==> config.mk <==
export PLATFORM = sky130hd
export DESIGN_NAME = ref_bank_wr_ctrl_flat
export DESIGN_NICKNAME = d
export VERILOG_FILES = /design/src/rtl/ref_bank_wr_ctrl_if.sv /design/src/rtl/ref_bank_wr_ctrl.sv /design/src/flat_wrapper.sv
export SDC_FILE = /design/constraint.sdc
export NUM_CORES = 1
export LEC_CHECK = 0
export ABC_AREA = 1
export BUFFER_PORTS_ARGS = -buffer_cell sky130_fd_sc_hd__buf_2
export CAP_MARGIN = 20
export CORE_MARGIN = 10
export CORE_UTILIZATION = 45
export DETAILED_ROUTE_END_ITERATION = 6
export PLACE_DENSITY = 0.88
export SETUP_SLACK_MARGIN = 0.15
export SYNTH_ARGS = -nofsm -noshare
export SYNTH_HDL_FRONTEND = slang
export SYNTH_SLANG_ARGS = --single-unit
==> constraint.sdc <==
create_clock -name clk -period 3.5 [get_ports clk]
set_input_delay 0.7 -clock clk [delete_from_list [all_inputs] [get_ports clk]]
set_output_delay 0.7 -clock clk [all_outputs]
set_load 0.05 [all_outputs]
==> src/rtl/ref_bank_wr_ctrl_if.sv <==
// ============================================================================
// Module      : ref_bank_wr_ctrl_if
// Description : Upstream word handshake and bank-side write bus for
//               ref_bank_wr_ctrl.
// Revision    : 1.0 - initial release
// ============================================================================
`default_nettype none

interface ref_bank_wr_ctrl_if #(
    parameter int NUM_BANK = 4,
    parameter int DW       = 64
);
    logic                in_valid;
    logic [DW-1:0]       in_data;
    logic                in_ready;
    logic [DW-1:0]       ref_out;
    logic                beg_en;
    logic [NUM_BANK-1:0] bank_sel;

    modport master (
        output in_valid,
        output in_data,
        input  in_ready,
        input  ref_out,
        input  beg_en,
        input  bank_sel
    );

    modport slave (
        input  in_valid,
        input  in_data,
        output in_ready,
        output ref_out,
        output beg_en,
        output bank_sel
    );
endinterface

`default_nettype wire

==> src/rtl/ref_bank_wr_ctrl.sv <==
// ============================================================================
// Module      : ref_bank_wr_ctrl
// Description : Round-robin feeder that spreads a reference-word stream over
//               NUM_BANK banks in SEG_LEN-word segments. Optional stall
//               counter enabled by macro REF_WR_STALL_CNT_EN.
// Revision    : 1.0 - initial release
// ============================================================================
`default_nettype none

module ref_bank_wr_ctrl #(
    parameter int NUM_BANK     = 4,
    parameter int SEG_LEN      = 24,
    parameter int SEG_PER_BANK = 4,
    parameter int DW           = 64,
    localparam int BANK_W      = (NUM_BANK > 1) ? $clog2(NUM_BANK) : 1,
    localparam int SEG_W       = (SEG_PER_BANK > 1) ? $clog2(SEG_PER_BANK) : 1
) (
    input  wire logic              clk,
    input  wire logic              rst_n,
    input  wire logic              start,
    ref_bank_wr_ctrl_if.slave      bus,
    output logic [BANK_W-1:0]      bank_idx,
    output logic [SEG_W-1:0]       seg_idx,
    output logic                   busy,
    output logic                   done
`ifdef REF_WR_STALL_CNT_EN
    ,
    output logic [15:0]            stall_cnt
`endif
);

    localparam int WC_W = (SEG_LEN > 1) ? $clog2(SEG_LEN) : 1;

    localparam logic [WC_W-1:0]   c_word_last = WC_W'(SEG_LEN - 1);
    localparam logic [BANK_W-1:0] c_bank_last = BANK_W'(NUM_BANK - 1);
    localparam logic [SEG_W-1:0]  c_seg_last  = SEG_W'(SEG_PER_BANK - 1);

    typedef enum logic [1:0] {
        S_IDLE = 2'd0,
        S_LOAD = 2'd1,
        S_DONE = 2'd2
    } state_t;

    state_t              r_state;
    state_t              w_state_nxt;
    logic [WC_W-1:0]     r_word_cnt;
    logic [BANK_W-1:0]   r_bank_idx;
    logic [SEG_W-1:0]    r_seg_idx;
    logic [DW-1:0]       r_ref_out;
    logic                r_beg_en;
    logic [NUM_BANK-1:0] r_bank_sel;
    logic                r_done;
    logic                w_in_ready;
    logic                w_busy;
    logic                w_accept;
    logic                w_seg_end;
    logic                w_bank_wrap;
    logic                w_last;

    assign w_accept    = bus.in_valid & w_in_ready;
    assign w_seg_end   = (r_word_cnt == c_word_last);
    assign w_bank_wrap = w_seg_end & (r_bank_idx == c_bank_last);
    assign w_last      = w_bank_wrap & (r_seg_idx == c_seg_last);

    always_ff @(posedge clk or negedge rst_n) begin
        if (!rst_n) begin
            r_state <= S_IDLE;
        end else begin
            r_state <= w_state_nxt;
        end
    end

    always_comb begin
        w_state_nxt = r_state;
        w_in_ready  = 1'b0;
        w_busy      = 1'b0;
        case (r_state)
            S_IDLE: begin
                if (start) begin
                    w_state_nxt = S_LOAD;
                end
            end
            S_LOAD: begin
                w_in_ready = 1'b1;
                w_busy     = 1'b1;
                if (bus.in_valid && w_last) begin
                    w_state_nxt = S_DONE;
                end
            end
            S_DONE: begin
                w_busy      = 1'b1;
                w_state_nxt = S_IDLE;
            end
            default: begin
                w_state_nxt = S_IDLE;
            end
        endcase
    end

    // Counters only move on an accept, so they are already zero on every
    // return to IDLE and need no explicit clear on start.
    always_ff @(posedge clk or negedge rst_n) begin
        if (!rst_n) begin
            r_word_cnt <= '0;
            r_bank_idx <= '0;
            r_seg_idx  <= '0;
        end else if (w_accept) begin
            if (w_seg_end) begin
                r_word_cnt <= '0;
                if (w_bank_wrap) begin
                    r_bank_idx <= '0;
                    r_seg_idx  <= (r_seg_idx == c_seg_last) ? '0 : r_seg_idx + 1'b1;
                end else begin
                    r_bank_idx <= r_bank_idx + 1'b1;
                end
            end else begin
                r_word_cnt <= r_word_cnt + 1'b1;
            end
        end
    end

    // ref_out holds through stalls; only the strobes drop.
    always_ff @(posedge clk or negedge rst_n) begin
        if (!rst_n) begin
            r_ref_out  <= '0;
            r_beg_en   <= 1'b0;
            r_bank_sel <= '0;
            r_done     <= 1'b0;
        end else begin
            r_beg_en   <= w_accept;
            r_done     <= w_accept & w_last;
            r_bank_sel <= w_accept ? (NUM_BANK'(1) << r_bank_idx) : '0;
            if (w_accept) begin
                r_ref_out <= bus.in_data;
            end
        end
    end

`ifdef REF_WR_STALL_CNT_EN
    logic [15:0] r_stall_cnt;

    always_ff @(posedge clk or negedge rst_n) begin
        if (!rst_n) begin
            r_stall_cnt <= '0;
        end else if (r_state == S_IDLE && start) begin
            r_stall_cnt <= '0;
        end else if (r_state == S_LOAD && !bus.in_valid && r_stall_cnt != 16'hFFFF) begin
            r_stall_cnt <= r_stall_cnt + 16'd1;
        end
    end

    assign stall_cnt = r_stall_cnt;
`endif

    assign bus.in_ready = w_in_ready;
    assign bus.ref_out  = r_ref_out;
    assign bus.beg_en   = r_beg_en;
    assign bus.bank_sel = r_bank_sel;
    assign bank_idx     = r_bank_idx;
    assign seg_idx      = r_seg_idx;
    assign busy         = w_busy;
    assign done         = r_done;

endmodule

`default_nettype wire

==> src/flat_wrapper.sv <==
// flat-port wrapper written by rule: the top's interface ports become plain ports
module ref_bank_wr_ctrl_flat 
#(
    parameter int NUM_BANK     = 4,
    parameter int SEG_LEN      = 24,
    parameter int SEG_PER_BANK = 4,
    parameter int DW           = 64,
    localparam int BANK_W      = (NUM_BANK > 1) ? $clog2(NUM_BANK) : 1,
    localparam int SEG_W       = (SEG_PER_BANK > 1) ? $clog2(SEG_PER_BANK) : 1
)
  (clk, rst_n, start, bank_idx, seg_idx, busy, done, bus_in_valid, bus_in_data, bus_in_ready, bus_ref_out, bus_beg_en, bus_bank_sel);
  ref_bank_wr_ctrl_if #(.NUM_BANK(NUM_BANK), .DW(DW)) bus_i ();
  input  wire logic clk;
  input  wire logic rst_n;
  input  wire logic start;
  output logic [BANK_W-1:0] bank_idx;
  output logic [SEG_W-1:0] seg_idx;
  output logic busy;
  output logic done;
  input wire logic [$bits(bus_i.in_valid)-1:0] bus_in_valid;
  input wire logic [$bits(bus_i.in_data)-1:0] bus_in_data;
  output wire logic [$bits(bus_i.in_ready)-1:0] bus_in_ready;
  output wire logic [$bits(bus_i.ref_out)-1:0] bus_ref_out;
  output wire logic [$bits(bus_i.beg_en)-1:0] bus_beg_en;
  output wire logic [$bits(bus_i.bank_sel)-1:0] bus_bank_sel;
  assign bus_i.in_valid = bus_in_valid;
  assign bus_i.in_data = bus_in_data;
  assign bus_in_ready = bus_i.in_ready;
  assign bus_ref_out = bus_i.ref_out;
  assign bus_beg_en = bus_i.beg_en;
  assign bus_bank_sel = bus_i.bank_sel;
  ref_bank_wr_ctrl #(.NUM_BANK(NUM_BANK), .SEG_LEN(SEG_LEN), .SEG_PER_BANK(SEG_PER_BANK), .DW(DW)) u_core (.clk(clk), .rst_n(rst_n), .start(start), .bus(bus_i), .bank_idx(bank_idx), .seg_idx(seg_idx), .busy(busy), .done(done));
endmodule
* Word level (Yosys, flattened, before mapping)
Index checks and enable logic that the tools add are counted.
Storage, ports and cells: flip-flop bits (word level) 81, bits in latches 0, bits in writable memories 0, bits in read-only memories 0, bits of input ports 68, output and inout bits 76, word-level logic and storage cells 38, memories 0
Operators by class: add/subtract/negate cells 3, $mul 0, divide/modulo/power cells 0, order comparisons 0, equality and inequality tests 7, shift operators 1, muxes and demuxes 9, bitwise gates (word level) 4, reduce and logical (&&, ||, !) cells 6
Operator list (number):
- 2-bit two-way mux | 4
- 2-bit == test, second input constant | 3
- 5-bit by 1-bit adder with 5-bit output, second input constant | 1
- 5-bit == test, second input constant | 1
- 5-bit two-way mux | 1
- 2-bit by 1-bit adder with 2-bit output, second input constant | 2
- 1-bit bitwise AND | 4
- 4-bit two-way mux | 1
- 2-bit case mux with 2 select lines | 1
- 2-bit AND reduction | 2
- 1-bit by 2-bit << shifter with 4-bit output, first input constant | 1
- 3-bit AND reduction | 1
- 2-bit by 1-bit == test with 1-bit output, second input constant | 1
- 2-bit zero test | 1
- 1-bit two-way mux | 2
- 2-bit by 1-bit inequality test with 1-bit output, second input constant | 1
- 2-bit inequality test, second input constant | 1
- 2-bit OR reduction | 1
- 1-bit logical AND | 1

* Depth between registers and ports, before layout
Gate-level depths: netlist (run 1).
depth in word-level cells 6, mapped depth 9, depth with buffers taken out 8

* Least setup slack after synthesis (run 1)
No wires, ideal clock.
kind reg2reg, start point register u_core.r_state[1], end point register u_core.r_ref_out[10] (netlist: u_core.bus.ref_out[10]), setup time 118 ps, data arrival time 1598 ps, data required time 3382 ps, setup slack 1785 ps, stages on the path, launching flop included 8, path buffers 2, period minus slack after synthesis 1715 ps, cell sequence dfrtp_1 inv_1 ha_1 nand2_4 buf_2 buf_2 nand2_1 nand2_1
Between the ends: cells in the longest elaborated chain, start to end 3
RTL lines:
- start, declared | line ref_bank_wr_ctrl.sv:44 | state_t r_state;
- start signal, assigned | line ref_bank_wr_ctrl.sv:69 | r_state <= w_state_nxt;
- 2-bit by 1-bit == test with 1-bit output | line ref_bank_wr_ctrl.sv:77 | case (r_state)
- 1-bit two-way mux | line ref_bank_wr_ctrl.sv:77
- via bus_in_ready | line flat_wrapper.sv:22 | output wire logic [$bits(bus_i.in_ready)-1:0] bus_in_ready;
- 1-bit bitwise AND | line ref_bank_wr_ctrl.sv:60 | assign w_accept = bus.in_valid & w_in_ready;
- end signal, assigned | line ref_bank_wr_ctrl.sv:134 | r_ref_out <= bus.in_data;
- end, declared | line ref_bank_wr_ctrl.sv:49 | logic [DW-1:0] r_ref_out;
The timed path passes the listed nets, and every way through them passes these cells. A chain may end at the register's enable or synchronous reset.

* Final worst setup path (run 1)
start point register u_core.r_state[1], end point output bus_in_ready
Between the ends: cells in the longest elaborated chain, start to end 2
RTL lines (line):
- 2-bit by 1-bit == test with 1-bit output | ref_bank_wr_ctrl.sv:77
- 1-bit two-way mux | ref_bank_wr_ctrl.sv:77
- end, declared | flat_wrapper.sv:22
No other way between the ends.

==> flow_metrics.tcl, run 1 <==
set metrics [dict create \
    status "finished clean" \
    grt_max_degree 82 \
    min_path_type "reg -> reg" \
    p_switching_mw 2.54 \
    synth-seq-cells 81 \
    grt_pass1_vias 2803 \
    setup_viol 0 \
    synth.most_common_cell "nand2_1" \
    cts_tree "built" \
    syn_nets 439 \
    routed_via_density 4.53 \
    die_width_um 105 \
    clkPwrFrac_pct 16.0 \
    synth.avg_cell_area_um2 8.88 \
    instances_no_fill 605 \
    nets 581 \
    fp.dieH_um 105 \
    diodes 0 \
    p_leak_nw 2.54 \
    holdPathEnd "u_core.bus.ref_out[52]" \
    utilization_pct 61.6 \
    hold_buffers 0 \
    reg2reg_slack_ps 1660 \
    whs_path_depth 2 \
    grt_usage_pct 15.1 \
    r2r_end "u_core.bus.ref_out[18]" \
    n_fill_cell 597 \
    ir_drop_mv 0.583 \
    start_util_pct 46.9 \
    tns_ps 0 \
    gp_congestion 0.771 \
    yosysTopAreaCell "dfrtp_1" \
    layout_worst_path_cycle_share_pct 58.2 \
    ys_warn_count 0 \
    drtIter0Drc 111 \
    synth_edf_count 0 \
    cap_viol_max_count 0 \
    relSlewSlack_pct 33.9 \
    cts_buffer_depth 2 \
    numCtsBuffers 9 \
    yosys.cell_types.count 22 \
    period_minus_slack_ps 2040 \
    synth_ff_type "dfrtp_1" \
    path_class "reg -> out" \
    worst_pin_slew_ps 991 \
    coreArea_mm2 0.00687 \
    wl_per_cell_um 13.8 \
    crit_start "u_core.r_state[1]" \
    p_per_area_mw_per_mm2 1160 \
    total_power_mw 4.89 \
    synth_top_area_share_pct 62.9 \
    layout-drive-gt1-share_pct 32.2 \
    ant_nets 0 \
    remaining_drc_errors 0 \
    grt_remaining_overflow 0 \
    postSynth.asyncResetShare_pct 100 \
    area_delta_synth_final_pct 31.2 \
    reg2reg_from "u_core.r_state[0]" \
    fmaxAchievable_mhz 491 \
    clk_latency_ps 330 \
    grt_pass1_wl_um 13900 \
    crit_fanout 4 \
    firstDrtPassIters 5 \
    htreeDepth 3 \
    numPlacedInstances 590 \
    clock_skew_ps 4.69 \
    clock-sinks 81 \
    rows 30 \
    seq_area_frac_synth_pct 62.9 \
    yosys-top-cells-area "dfrtp_1 (63%), nand2_1 (25%), ha_1 (3.1%)" \
    io_pins 144 \
    reg2reg_depth 6 \
    syn_area_mm2 0.00322 \
    antenna_found_initial 0 \
    cp-end-kind "primary output" \
    cts_setup_buffers 0 \
    netlist_top_cells_count "nand2_1 (214), dfrtp_1 (81), inv_1 (15)" \
    p_seq_share_pct 32.0 \
    place_hpwl_um 6280 \
    wl_um 8370 \
    synthCells 363 \
    post_cts_resized 0 \
    vias 2738 \
    rsz0062_at_grt "false" \
    p_int_mw 2.35 \
    cp-start-kind "flip-flop" \
    min_from "u_core.bus.ref_out[52]" \
    clkTransAtPathRegs_ps 70 \
    slew_violations 0 \
    crit_required_ps 2800 \
    combinationalPowerShare_pct 52.0 \
    final_hold_viol_count 0 \
    arrival_ps 1340 \
    io_buffers 143 \
    cts-root-buf "clkbuf_8" \
    dieArea_mm2 0.0110 \
    switching_share_pct 52.0 \
]
[how the worst max path moves through the flow]
stage / endpoint / slack (ps) / cells after the start
2_1_floorplan: u_core.bus.ref_out[10] / 1780 / 7
3_3_place_gp: u_core.bus.ref_out[26] / 1580 / 6
3_5_place_dp: u_core.bus.ref_out[18] / 1520 / 6
4_1_cts: bus_in_ready / 1440 / 3
5_1_grt: bus_in_ready / 1370 / 3
6_report: bus_in_ready / 1460 / 3
[logic make-up after synthesis]
logic type / synth area share, %
compound gates: 1.40
flops: 62.9
simple gates: 28.4
fa+ha+maj: 3.10
buf+inv: 4.27
[power by group through the flow]
stage / clock network (mW) / logic (mW) / registers [mW]
after global routing: 0.850 / 2.74 / 1.62
after global placement: 0 / 2.51 / 1.56
after CTS: 0.798 / 2.58 / 1.57
after detailed placement: 0 / 2.58 / 1.58
final: 0.782 / 2.54 / 1.57
after floorplan: 0 / 0.659 / 2.84
[critical path: stages, from the launching register on]
cell	delay, ps
dfrtp_1	380
inv_1	80
ha_1	250
buf_2	300
[layout by cell type (no fill, tap or decap), types with 2 or more instances in the layout]
cell / instances
a21oi_1: 4
buf_2: 142
buf_4: 3
bufinv_16: 3
clkbuf_1: 3
clkbuf_8: 9
dfrtp_1: 81
ha_1: 8
inv_1: 15
nand2_1: 214
nand3_1: 2
nand4_1: 2
nor2_1: 10
o21ai_0: 5
[metal layers]
layer,global-route usage [%],up-vias,wire (um)
met4,4.41,0,70
met1,18.0,1267,3570
li1,-,1371,-
met2,25.4,92,4170
met3,5.10,8,558
met5,0,-,0
[sequential cells by signal (all words and copies together) (netlist names)]
register and flops:
u_core.bus.ref_out 64, u_core.bus.beg_en 1, u_core.done 1, u_core.r_state 2, u_core.r_word_cnt 5, u_core.seg_idx 2
u_core.bus.bank_sel 4, u_core.bank_idx 2
[final cells by class]
| type | instances | area, um^2 | area share [%] |
|---|---|---|---|
| repair buffers | 145 | 733 | 17.3 |
| clock buffers | 12 | 135 | 3.19 |
| inverters | 17 | 65.1 | 1.54 |
| well taps | 96 | 120 | 2.84 |
| flip-flops and latches | 81 | 2030 | 47.9 |
| clock inverters | 3 | 90.1 | 2.13 |
| multi-input cells | 251 | 1060 | 25.1 |
[through the flow]
| step | area, um^2 | hold slack (ps) | worst slack [ps] |
|---|---|---|---|
| finish | 4230 | 477 | 1460 |
| global route | 4230 | 499 | 1370 |
| CTS | 4230 | 481 | 1440 |
| detailed placement | 4010 | 460 | 1520 |
| global placement | 4010 | 457 | 1580 |
| floorplan | 3220 | 404 | 1780 |
Power figures use the tool's default switching activity.
==> inputs of run 2 (changes only) <==
--- a/config.mk
+++ b/config.mk
@@ -9,9 +9,9 @@
 export BUFFER_PORTS_ARGS = -buffer_cell sky130_fd_sc_hd__buf_2
 export CAP_MARGIN = 20
 export CORE_MARGIN = 10
-export CORE_UTILIZATION = 45
+export CORE_UTILIZATION = 42
 export DETAILED_ROUTE_END_ITERATION = 6
-export PLACE_DENSITY = 0.88
+export PLACE_DENSITY = 0.86
 export SETUP_SLACK_MARGIN = 0.15
 export SYNTH_ARGS = -nofsm -noshare
 export SYNTH_HDL_FRONTEND = slang
==> constraint.sdc (replaced) <==
create_clock -name clk -period 1.7 [get_ports clk]
set_input_delay 0.34 -clock clk [delete_from_list [all_inputs] [get_ports clk]]
set_output_delay 0.34 -clock clk [all_outputs]
set_load 0.05 [all_outputs]
==> flow_metrics.tcl, run 2 (synthesis gave the netlist of run 1 again) <==
set metrics [dict create \
    status "finished clean" \
    coreArea_mm2 0.00737 \
    arrival_ps 1190 \
    setup_viol 0 \
    final_cell_area_mm2 0.00432 \
    routed_via_density 4.55 \
    dieArea_mm2 0.0116 \
    gp_congestion 0.771 \
    mostFrequentLayoutCells "nand2_1 (214), buf_2 (140), dfrtp_1 (81)" \
    relSlewSlack_pct 71.9 \
    cp-start-kind "flip-flop" \
    utilization_pct 58.7 \
    numPlacedInstances 596 \
    fmaxAchievable_mhz 652 \
    largest_register_ffs 64 \
    firstDrtPassIters 5 \
    preCtsSetupSlack_ps 160 \
    layout-drive-gt1-share_pct 33.9 \
    io_buffers 143 \
    worst_hold_slack_ps 15.1 \
    total_power_mw 10.0 \
    dpl_cell_area_mm2 0.00407 \
    cts_buffer_depth 2 \
    final_hold_viol_count 0 \
    reg2reg_slack_ps 240 \
    worst_pin_slew_ps 421 \
    crit_required_ps 1360 \
    layout_worst_path_cycle_share_pct 90.2 \
    cts_tree "built" \
    min_path_type "in -> async" \
    io_pins 144 \
    remaining_drc_errors 0 \
    ir_drop_mv 1.17 \
    grt_remaining_overflow 0 \
    reg2reg_from "u_core.r_state[0]" \
    grt_max_degree 82 \
    diodes 0 \
    nets 585 \
    cts-root-buf "clkbuf_8" \
    grt_usage_pct 14.2 \
    wl_per_cell_um 13.6 \
    slew_violations 0 \
    crit_fanout 4 \
    r2r_end "u_core.bus.ref_out[15]" \
    die_width_um 108 \
    wl_um 8310 \
    numCtsBuffers 9 \
    clk_latency_ps 340 \
    hold_buffers 0 \
    vias 2783 \
    final_common_cell "nand2_1" \
    path_class "reg -> out" \
    start_util_pct 43.8 \
    clock-sinks 81 \
    cap_viol_max_count 0 \
    fp.dieH_um 108 \
    area_delta_synth_final_pct 34.1 \
    drtIter0Drc 116 \
    place_hpwl_um 6270 \
    grt_pass1_wl_um 13300 \
    rows 31 \
    tns_ps 0 \
    clkTransAtPathRegs_ps 80 \
    clock_skew_ps 9.00 \
    rsz0062_at_grt "true" \
    worst_slack_ps 167 \
    reg2reg_depth 7 \
    grt_pass1_vias 2768 \
    htreeDepth 3 \
    period_minus_slack_ps 1530 \
    antenna_found_initial 0 \
    instances_no_fill 612 \
    ant_nets 0 \
    cp-end-kind "primary output" \
    p_leak_nw 2.57 \
    p_per_area_mw_per_mm2 2310 \
]
==> run 2: changes by cell type in the layout (fill, tap and decap cells not counted), moves of 2 or more <==
| cell | delta |
|---|---|
| clkbuf_1 | -3 |
| buf_12 | +3 |
| ha_4 | +2 |
| buf_2 | -2 |
| ha_1 | -2 |
| clkinv_4 | +2 |
| buf_8 | +2 |
| bufinv_16 | -2 |
==> run 2: critical path, stage by stage, from the launching register on <==
cell	delay, ps
dfrtp_1	380
buf_4	150
ha_4	180
buf_8	150
==> run 2: repair_timing <==
action,in CTS,in global routing
resized for setup,6,5
buffers inserted,0,1
setup endpoints to repair,5,3
pin swaps,1,2
==> run 2: area by class of cell <==
class,instances,area [um^2]
clock inverters,5,56.3
fillers,669,3050
repair buffers,149,825
inverters,17,68.8
flip-flops and latches,81,2030
well taps,99,124
multi-input cells,251,1080
clock buffers,10,138
==> run 2: worst max-delay path by stage <==
stage / from / slack, ps / depth (start not counted) / endpoint
finish: u_core.r_state[0] / 170 / 3 / bus_in_ready
floorplan: u_core.r_state[1] / 190 / 7 / u_core.bus.ref_out[10]
global route: u_core.r_state[0] / 120 / 3 / bus_in_ready
detailed placement: u_core.r_state[0] / 160 / 6 / u_core.bus.ref_out[13]
global placement: u_core.r_state[0] / 200 / 7 / u_core.bank_idx[0]
CTS: u_core.r_state[0] / 110 / 3 / busy
==> run 2: report_power, final <==
group | switching, mW | internal, mW | leakage (nW)
registers | 0.456 | 2.75 | 1.02
clock network | 0.650 | 0.708 | 0.0981
logic | 4.17 | 1.27 | 1.45
total | 5.27 | 4.73 | 2.57
==> run 2: layer usage <==
metal  wire length [um]  vias to the layer above  GRT usage (%)
li1                   -                     1382              -
met1               3460                     1290           16.4
met2               4040                      101           23.2
met3                701                       10           6.05
met4                116                        0           5.06
met5                  0                        -              0
==> inputs of run 3 (changes only) <==
--- a/config.mk
+++ b/config.mk
@@ -11,6 +11,7 @@
 export CORE_MARGIN = 10
 export CORE_UTILIZATION = 42
 export DETAILED_ROUTE_END_ITERATION = 6
+export MAX_ROUTING_LAYER = met4
 export PLACE_DENSITY = 0.86
 export SETUP_SLACK_MARGIN = 0.15
 export SYNTH_ARGS = -nofsm -noshare
==> flow_metrics.tcl, run 3 (synthesis gave the netlist of run 1 again) <==
set metrics [dict create \
    n_fill_cell 668 \
    layout-drive-gt1-share_pct 33.9 \
    clkTransAtPathRegs_ps 80 \
    rows 31 \
    status "finished clean" \
    tns_ps 0 \
    io_pins 144 \
    grt_remaining_overflow 0 \
    crit_required_ps 1360 \
    fmaxAchievable_mhz 653 \
    arrival_ps 1190 \
    numCtsBuffers 9 \
    total_power_mw 9.98 \
    htreeDepth 3 \
    min_path_type "in -> async" \
    cp-start-kind "flip-flop" \
    ir_drop_mv 1.17 \
    p_leak_nw 2.56 \
    grt_pass1_vias 2766 \
    cap_viol_max_count 0 \
    layout_worst_path_cycle_share_pct 90.1 \
    worst_pin_slew_ps 427 \
    fp.dieH_um 108 \
    cts-root-buf "clkbuf_8" \
    clock_skew_ps 8.61 \
    p_per_area_mw_per_mm2 2310 \
    grt_usage_pct 14.6 \
    setup_viol 0 \
    cts_tree "built" \
    ant_nets 0 \
    period_minus_slack_ps 1530 \
    largest_register_ffs 64 \
    final_common_cell "nand2_1" \
    cts_buffer_depth 2 \
    vias 2768 \
    dieArea_mm2 0.0116 \
    worst_hold_slack_ps 6.79 \
    mostFrequentLayoutCells "nand2_1 (214), buf_2 (140), dfrtp_1 (81)" \
    io_buffers 143 \
    rsz0062_at_grt "true" \
    nets 585 \
    drtIter0Drc 120 \
    diodes 0 \
    grt_max_degree 82 \
    routed_via_density 4.52 \
    wl_um 8290 \
    gp_congestion 0.782 \
    wl_per_cell_um 13.5 \
    clk_latency_ps 330 \
    area_delta_synth_final_pct 34.0 \
    start_util_pct 43.8 \
    clock-sinks 81 \
    relSlewSlack_pct 71.6 \
    path_class "reg -> out" \
    grt_pass1_wl_um 13300 \
    remaining_drc_errors 0 \
    final_hold_viol_count 0 \
    slew_violations 0 \
    die_width_um 108 \
    cp-end-kind "primary output" \
    antenna_found_initial 0 \
    crit_fanout 4 \
    firstDrtPassIters 4 \
    place_hpwl_um 6270 \
    coreArea_mm2 0.00737 \
]
## run 3: cell counts in the layout (fill, tap and decap cells not counted)
Identical to the previous run, type by type.
## run 3: power by group
group	leakage [nW]	switching [mW]	internal [mW]
logic	1.45	4.17	1.25
clock network	0.0981	0.646	0.708
registers	1.02	0.455	2.75
## run 3: per-stage QoR
stage / setup slack (ps) / util (%) / cells / cell area [um^2]
floorplan: 186 / - / 363 / 3230
global placement: 204 / 55.2 / 596 / 4070
detailed placement: 160 / 55.2 / 596 / 4070
CTS: 108 / 58.1 / 611 / 4290
global route: 113 / 58.6 / 612 / 4320
finish: 169 / 58.6 / 612 / 4320
## run 3: path summary, 6_finish.rpt
check	startpoint	end	slack [ps]	cells after the start
min in group clk	bus_in_data[45]	u_core.bus.ref_out[45]	190	3
hold / removal	rst_n	u_core.bus.ref_out[20]	7	2
setup reg to reg	u_core.r_state[0]	u_core.bank_idx[0]	240	8
hold reg to reg	u_core.bus.ref_out[32]	u_core.bus.ref_out[32]	470	2
max in group asynchronous	rst_n	u_core.r_word_cnt[4]	1330	2
setup / recovery	u_core.r_state[0]	bus_in_ready	170	3
## run 3: worst max-delay path, cell delays in order, from the launching register on
cell	delay [ps]
dfrtp_1	380
buf_4	150
ha_4	180
buf_8	150
## run 3: final cells by class
cell class / instances / area, um^2 / area share (%)
clock inverters: 5 / 56.3 / 1.30
repair buffers: 149 / 821 / 19.0
flip-flops and latches: 81 / 2030 / 46.9
well taps: 99 / 124 / 2.87
inverters: 17 / 68.8 / 1.59
clock buffers: 10 / 138 / 3.19
multi-input cells: 251 / 1080 / 25.1
## run 3: per-layer routing
layer | global-route usage, % | up-vias | share of wire (%)
li1 | - | 1381 | -
met1 | 17.0 | 1272 | 43
met2 | 23.1 | 107 | 49
met3 | 5.69 | 8 | 7.2
met4 | 4.20 | 0 | 1.0
met5 | - | - | 0
## run 3: repair_timing
item,in CTS,in global routing
setup endpoints to repair,5,3
setup buffers,0,1
hold buffers,0,0
gates resized for setup,6,4
pin swaps,1,0
